[config.mk]
export PLATFORM = sky130hd
export DESIGN_NAME = tqvp_hx2003_pulse_tx_scheduler
export DESIGN_NICKNAME = d
export VERILOG_FILES = /design/src/rtl/tqvp_hx2003_pulse_tx_scheduler_pkg.sv /design/src/rtl/tqvp_hx2003_pulse_tx_scheduler_job_fifo.sv /design/src/rtl/tqvp_hx2003_pulse_tx_scheduler.sv
export SDC_FILE = /design/constraint.sdc
export NUM_CORES = 1
export LEC_CHECK = 0
export CAP_MARGIN = 10
export CORE_MARGIN = 2
export CORE_UTILIZATION = 35
export DETAILED_ROUTE_END_ITERATION = 6
export GPL_TIMING_DRIVEN = 0
export PLACE_DENSITY = 0.54
export SYNTH_ARGS = -nofsm -noshare
export SYNTH_HDL_FRONTEND = slang
export SYNTH_SLANG_ARGS = --single-unit
[constraint.sdc]
create_clock -name clk -period 3.8 [get_ports clk]
set_input_delay 0.57 -clock clk [delete_from_list [all_inputs] [get_ports clk]]
set_output_delay 0.57 -clock clk [all_outputs]
set_load 0.01 [all_outputs]
[src/rtl/tqvp_hx2003_pulse_tx_scheduler_pkg.sv]
// rtl/tqvp_hx2003_pulse_tx_scheduler_pkg.sv - shared types and constants for the pulse TX scheduler
//
// Purpose : scheduler state encoding, job record layout and the arm timeout.
// Contents: END_W / LOOPBACK_W / LOOP_CNT_W field widths (7/7/8),
//           ARM_W / ARM_TIMEOUT arm watchdog width and limit (15 cycles),
//           state_t scheduler states, job_fields_t queued job record.
package tqvp_hx2003_pulse_tx_scheduler_pkg;

  localparam int END_W       = 7;
  localparam int LOOPBACK_W  = 7;
  localparam int LOOP_CNT_W  = 8;
  localparam int ARM_W       = 4;
  localparam int ARM_TIMEOUT = 15;

  typedef enum logic [2:0] {
    ST_IDLE,
    ST_LOAD,
    ST_ARM,
    ST_RUN,
    ST_GAP
  } state_t;

  typedef struct packed {
    logic [END_W-1:0]      end_index;
    logic [LOOPBACK_W-1:0] loopback_index;
    logic [LOOP_CNT_W-1:0] loop_count;
  } job_fields_t;

  localparam int JOB_FIELDS_W = $bits(job_fields_t);

endpackage

[src/rtl/tqvp_hx2003_pulse_tx_scheduler_job_fifo.sv]
// rtl/tqvp_hx2003_pulse_tx_scheduler_job_fifo.sv - register-based job FIFO
//
// Purpose : DEPTH-entry flop FIFO holding queued jobs, first-word-fall-through head.
// Ports   : clk, rst_n (sync, active-low), flush (sync empty),
//           push / push_data (write), pop (advance head),
//           head_data (current head entry), count (entries held, 0..DEPTH).
module tqvp_hx2003_pulse_job_fifo #(
  parameter int DEPTH = 4,
  parameter int W     = 8
) (
  input  logic                   clk,
  input  logic                   rst_n,
  input  logic                   flush,
  input  logic                   push,
  input  logic [W-1:0]           push_data,
  input  logic                   pop,
  output logic [W-1:0]           head_data,
  output logic [$clog2(DEPTH):0] count
);

  localparam int AW = $clog2(DEPTH);
  localparam int CW = AW + 1;

  logic [W-1:0]  mem [DEPTH];
  logic [AW-1:0] wr_ptr;
  logic [AW-1:0] rd_ptr;
  logic          do_push;
  logic          do_pop;

  // Local guards keep the count consistent even if a caller misbehaves.
  assign do_push   = push && (count != CW'(DEPTH));
  assign do_pop    = pop && (count != '0);
  assign head_data = mem[rd_ptr];

  // Pointers wrap naturally because DEPTH is a power of two.
  always_ff @(posedge clk) begin
    if (!rst_n || flush) begin
      wr_ptr <= '0;
      rd_ptr <= '0;
      count  <= '0;
    end else begin
      if (do_push) wr_ptr <= wr_ptr + 1'b1;
      if (do_pop)  rd_ptr <= rd_ptr + 1'b1;
      case ({do_push, do_pop})
        2'b10:   count <= count + 1'b1;
        2'b01:   count <= count - 1'b1;
        default: count <= count;
      endcase
    end
  end

  // Storage is plain flops with no reset; validity is tracked by count.
  always_ff @(posedge clk) begin
    if (do_push) mem[wr_ptr] <= push_data;
  end

endmodule

[src/rtl/tqvp_hx2003_pulse_tx_scheduler.sv]
// rtl/tqvp_hx2003_pulse_tx_scheduler.sv - queued job scheduler driving the pulse transmitter
//
// Purpose : queues transmit jobs and sequences them onto the transmitter with
//           arm watchdog, inter-job gap, abort flush and sticky interrupt.
// Ports   : clk, rst_n (sync, active-low)
//           job_valid/job_ready + job_end_index/job_loopback_index/job_loop_count/job_gap
//           enable (allow new jobs), abort (flush), tx_active (transmitter status)
//           tx_start + tx_end_index/tx_loopback_index/tx_loop_count (to transmitter)
//           busy, pending, job_done, timeout_err, irq/irq_clear
module tqvp_hx2003_pulse_tx_scheduler
  import tqvp_hx2003_pulse_tx_scheduler_pkg::*;
#(
  parameter int DEPTH = 4,
  parameter int GAP_W = 16
) (
  input  logic                   clk,
  input  logic                   rst_n,
  input  logic                   job_valid,
  output logic                   job_ready,
  input  logic [END_W-1:0]       job_end_index,
  input  logic [LOOPBACK_W-1:0]  job_loopback_index,
  input  logic [LOOP_CNT_W-1:0]  job_loop_count,
  input  logic [GAP_W-1:0]       job_gap,
  input  logic                   enable,
  input  logic                   abort,
  input  logic                   tx_active,
  output logic                   tx_start,
  output logic [END_W-1:0]       tx_end_index,
  output logic [LOOPBACK_W-1:0]  tx_loopback_index,
  output logic [LOOP_CNT_W-1:0]  tx_loop_count,
  output logic                   busy,
  output logic [$clog2(DEPTH):0] pending,
  output logic                   job_done,
  output logic                   timeout_err,
  output logic                   irq,
  input  logic                   irq_clear
);

  localparam int PW = $clog2(DEPTH) + 1;
  localparam int FW = JOB_FIELDS_W + GAP_W;

  state_t           state;
  logic [ARM_W-1:0] arm_cnt;
  logic [GAP_W-1:0] gap_cnt;
  logic             push;
  logic             pop;
  logic             irq_set;
  job_fields_t      in_fields;
  job_fields_t      head_fields;
  logic [GAP_W-1:0] head_gap;
  logic [FW-1:0]    head_data;

  assign job_ready = (pending != PW'(DEPTH)) && !abort;
  assign push      = job_valid && job_ready;
  assign pop       = (state == ST_LOAD) && !abort;

  assign in_fields.end_index      = job_end_index;
  assign in_fields.loopback_index = job_loopback_index;
  assign in_fields.loop_count     = job_loop_count;
  assign {head_gap, head_fields}  = head_data;

  tqvp_hx2003_pulse_job_fifo #(
    .DEPTH (DEPTH),
    .W     (FW)
  ) u_job_fifo (
    .clk       (clk),
    .rst_n     (rst_n),
    .flush     (abort),
    .push      (push),
    .push_data ({job_gap, in_fields}),
    .pop       (pop),
    .head_data (head_data),
    .count     (pending)
  );

  // Completion and watchdog pulses belong to the cycle where the condition
  // is seen; an abort (or reset) in that same cycle cancels the job silently.
  assign job_done    = rst_n && !abort && (state == ST_RUN) && !tx_active;
  assign timeout_err = rst_n && !abort && (state == ST_ARM) && !tx_active &&
                       (arm_cnt == ARM_W'(ARM_TIMEOUT - 1));
  // The LOAD pop has already happened, so pending == 0 here means drained.
  assign irq_set     = (job_done && (pending == '0)) || timeout_err;

  always_ff @(posedge clk) begin
    if (!rst_n) begin
      state             <= ST_IDLE;
      tx_start          <= 1'b0;
      busy              <= 1'b0;
      tx_end_index      <= '0;
      tx_loopback_index <= '0;
      tx_loop_count     <= '0;
      arm_cnt           <= '0;
      gap_cnt           <= '0;
      irq               <= 1'b0;
    end else begin
      if (irq_set)        irq <= 1'b1;
      else if (irq_clear) irq <= 1'b0;

      if (abort) begin
        state    <= ST_IDLE;
        tx_start <= 1'b0;
        busy     <= 1'b0;
      end else begin
        case (state)
          ST_IDLE: begin
            // Counting the incoming push lets a job into an empty queue
            // reach LOAD on the next cycle; its fields are still taken
            // from the FIFO, never straight from the inputs.
            if (enable && ((pending != '0) || push)) begin
              state <= ST_LOAD;
              busy  <= 1'b1;
            end
          end
          ST_LOAD: begin
            tx_end_index      <= head_fields.end_index;
            tx_loopback_index <= head_fields.loopback_index;
            tx_loop_count     <= head_fields.loop_count;
            gap_cnt           <= head_gap;
            arm_cnt           <= '0;
            tx_start          <= 1'b1;
            state             <= ST_ARM;
          end
          ST_ARM: begin
            if (tx_active) begin
              state <= ST_RUN;
            end else if (arm_cnt == ARM_W'(ARM_TIMEOUT - 1)) begin
              state    <= ST_GAP;
              tx_start <= 1'b0;
            end else begin
              arm_cnt <= arm_cnt + 1'b1;
            end
          end
          ST_RUN: begin
            if (!tx_active) begin
              state    <= ST_GAP;
              tx_start <= 1'b0;
            end
          end
          ST_GAP: begin
            // A gap of g gives max(g,1) cycles, so tx_start always drops
            // for at least one cycle between jobs.
            if (gap_cnt <= GAP_W'(1)) begin
              if (enable && (pending != '0)) begin
                state <= ST_LOAD;
              end else begin
                state <= ST_IDLE;
                busy  <= 1'b0;
              end
            end else begin
              gap_cnt <= gap_cnt - 1'b1;
            end
          end
          default: begin
            state    <= ST_IDLE;
            tx_start <= 1'b0;
            busy     <= 1'b0;
          end
        endcase
      end
    end
  end

endmodule

==> results_dict.tcl <==
set metrics [dict create \
    status "completed" \
    endpoint_kind "flop" \
    placed_cell_area_sq_um 9510 \
    yosysTopAreaCellShare_pct 55.1 \
    die_y_microns 158 \
    hold_path.class "reg2reg" \
    yosys_most_used_dff "edfxtp_1" \
    place_ws_ns 0.105 \
    cap_violations 0 \
    ys_async_sr_fraction_pct 0 \
    vdd_drop_max_v 0.000324 \
    synth_common_cells "152 x edfxtp_1, 69 x nand2_1, 57 x dfxtp_1, 48 x a21oi_1, 38 x mux4_2" \
    tightest_slew_ns 1.14 \
    synth_nets 622 \
    hold_viol 0 \
    critPathTopFamily "simple AND/OR/NAND/NOR gates" \
    hold_path_end "tx_end_index[1]$_SDFFE_PN0N_" \
    ys_seq_area_share_pct 68.9 \
    worstSetupPathType "in2reg" \
    syn_avg_cell_area_sq_um 14.6 \
    ys_ff_latch 209 \
    h-tree-depth 1 \
    via_per_inst 5.02 \
    rsz0062_at_grt "false" \
    tritoncts "yes" \
    track_usage_pct 15.0 \
    gp_congestion 0.852 \
    clk_pin_slew_ns 0.06 \
    overflow 0 \
    grt_pass1_vias 5157 \
    yosys.area.top_type "edfxtp_1" \
    hold_start "tx_end_index[1]$_SDFFE_PN0N_" \
    r2r_cells 10 \
    hold_buffers 0 \
    leakage_nw 3.29 \
    drt-total-wl_microns 18400 \
    drtIter0Drc 329 \
    final_cell_count_no_fill 1006 \
    antenna_cells 0 \
    total_power_mw 4.97 \
    rr_endpoint "u_job_fifo.count[2]$_SDFFE_PP0P_" \
    synth_most_common_cell "edfxtp_1" \
    dpl.hpwl_microns 12100 \
    start_util_pct 35.5 \
    max_freq_mhz 312 \
    cp.required_ns 4.23 \
    synth_area_sq_um 8290 \
    synthTopCellsByArea "edfxtp_1 55%, dfxtp_1 14%, mux4_2 10%" \
    finalCritPeriodShare_pct 84.2 \
    ant_nets 0 \
    grt_pass1_wl_microns 28300 \
    nFillCells 2091 \
    vias 5055 \
    synth_edf_count 152 \
    dp.cells 964 \
    grt_max_degree 29 \
    setup_viol 0 \
    slowest_stage "or4b_2" \
    routedWlPerCell_microns 18.3 \
    antenna_found_initial 0 \
    firstDrtPassIters 4 \
    syn_to_final_growth_pct 24.3 \
    worstHoldPathCells 2 \
    dieWidth_microns 158 \
    numCtsBuffers 23 \
    worstPathCellList "clkdlybuf4s50_1, or4b_2, clkbuf_1, nor2_1, ha_1, inv_1, fa_1, xor2_1, or3_1, a21oi_1" \
    cts.path.max_buffers 3 \
    remaining_drc_errors 0 \
    final-max-slew-violation-count 0 \
    pin_count 76 \
    start_kind "primary input" \
    syn_inst 567 \
    period_needed_ns 3.20 \
    cp_slowest_stage_delay_ns 0.66 \
    port_buffers 74 \
    layout_setup_ws_ns 0.599 \
    clock-sinks 209 \
    num_rows 56 \
    layout-drive-gt1-share_pct 14.3 \
    root_buffer "clkbuf_16" \
    ys_warn_count 0 \
    fin_hold_ws_ns 0.454 \
    power-per-cell-area_nw_per_um2 482 \
    fin_area_sq_um 10300 \
    worstPathArrival_ns 3.63 \
    clock_latency_ns 0.50 \
    slew_headroom_pct 23.2 \
    die_area_sq_um 24900 \
    post_cts_buffers 0 \
    nNetsFinal 725 \
    fp.coreArea_sq_um 23300 \
    cp_num_buf_inv 3 \
    cts_resized 0 \
    fin_skew_ns 0.00859 \
    reg2reg_from "state[1]$_SDFFE_PP0P_" \
    yosys.cell_types.count 49 \
    critPathMaxFanout 8 \
    r2r_setup_slack_ns 0.74 \
]
per-layer routing:
layer,wire length (microns),global-route usage (%),vias to the layer above
met5,0,0,-
met4,303,3.77,0
met3,1020,3.31,24
met2,9380,26.4,123
met1,7710,18.8,2531
li1,-,-,2377
metrics by stage:
stage               setup TNS [ns]  utilization, %
detailed placement               0            40.8
global placement            -12.42            40.4
floorplan                        0               -
finish                           0            44.1
CTS                              0            44.1
global route                     0            44.1
sequential cells by signal, indices dropped and copies added, names as in the netlist, named ones only:
signal,flops
arm_cnt,4
busy,1
gap_cnt,16
irq,1
state,3
tx_end_index,7
tx_loop_count,8
tx_loopback_index,7
tx_start,1
u_job_fifo.count,3
u_job_fifo.mem,152
u_job_fifo.rd_ptr,2
u_job_fifo.wr_ptr,2
tightest hold or removal path, delay by kind of cell (launching register included):
kind,cells,cell delay [ns]
AO/OA/AOI/OAI,1,0.05
flip-flops,1,0.30
AND/OR/NAND/NOR,1,0.05
power breakdown:
group / internal, mW / switching, mW / leakage [nW]
combinational: 0.0921 / 0.102 / 1.07
sequential: 2.48 / 0.0108 / 1.84
clock: 1.42 / 0.859 / 0.383
total: 3.99 / 0.972 / 3.29
logic make-up after synthesis:
| kind of cell | after synthesis | synth area share (%) |
|---|---|---|
| multiplexers | 40 | 10.6 |
| AO/OA/AOI/OAI | 103 | 7.32 |
| adder cells (fa/ha/maj) | 10 | 1.60 |
| buffers and inverters | 43 | 2.20 |
| flip-flops | 209 | 68.9 |
| AND/OR/NAND/NOR | 154 | 8.59 |
| XOR/XNOR | 8 | 0.846 |
final cells by class:
type / instances / area (sq um) / area share [%]
repair buffers: 78 / 821 / 7.97
plain buffers: 29 / 130 / 1.26
inverters: 14 / 52.6 / 0.510
clock buffers: 29 / 618 / 6.00
multi-input cells: 315 / 2400 / 23.3
clock inverters: 13 / 171 / 1.66
flip-flops and latches: 209 / 5710 / 55.4
well taps: 319 / 399 / 3.88
placed cells by master (no fill, tap or decap), types with 9 or more instances in the layout:
master | Yosys | routed
edfxtp_1 | 152 | 152
clkdlybuf4s50_1 | 0 | 74
nand2_1 | 69 | 69
dfxtp_1 | 57 | 57
a21oi_1 | 48 | 48
mux4_2 | 38 | 38
nor2_1 | 33 | 33
clkbuf_1 | 20 | 24
clkbuf_16 | 0 | 23
inv_1 | 14 | 14
o21ai_0 | 13 | 13
nor3_1 | 11 | 11
nand3_1 | 10 | 10
o21ai_1 | 9 | 9
ha_1 | 9 | 9
worst max-delay path by stage:
stage	end	slack, ns	depth (start not counted)	from
after detailed placement	u_job_fifo.count[2]$_SDFFE_PP0P_	0.10	10	abort
after global placement	u_job_fifo.mem[2][14]$_DFFE_PP_	-0.09	3	abort
after CTS	timeout_err	0.57	5	state[1]$_SDFFE_PP0P_
after floorplan	u_job_fifo.count[2]$_SDFFE_PP0P_	1.04	9	abort
final	u_job_fifo.count[2]$_SDFFE_PP0P_	0.60	10	abort
after global routing	timeout_err	0.39	5	state[1]$_SDFFE_PP0P_
Note: power is estimated with default switching activity, not from simulation.
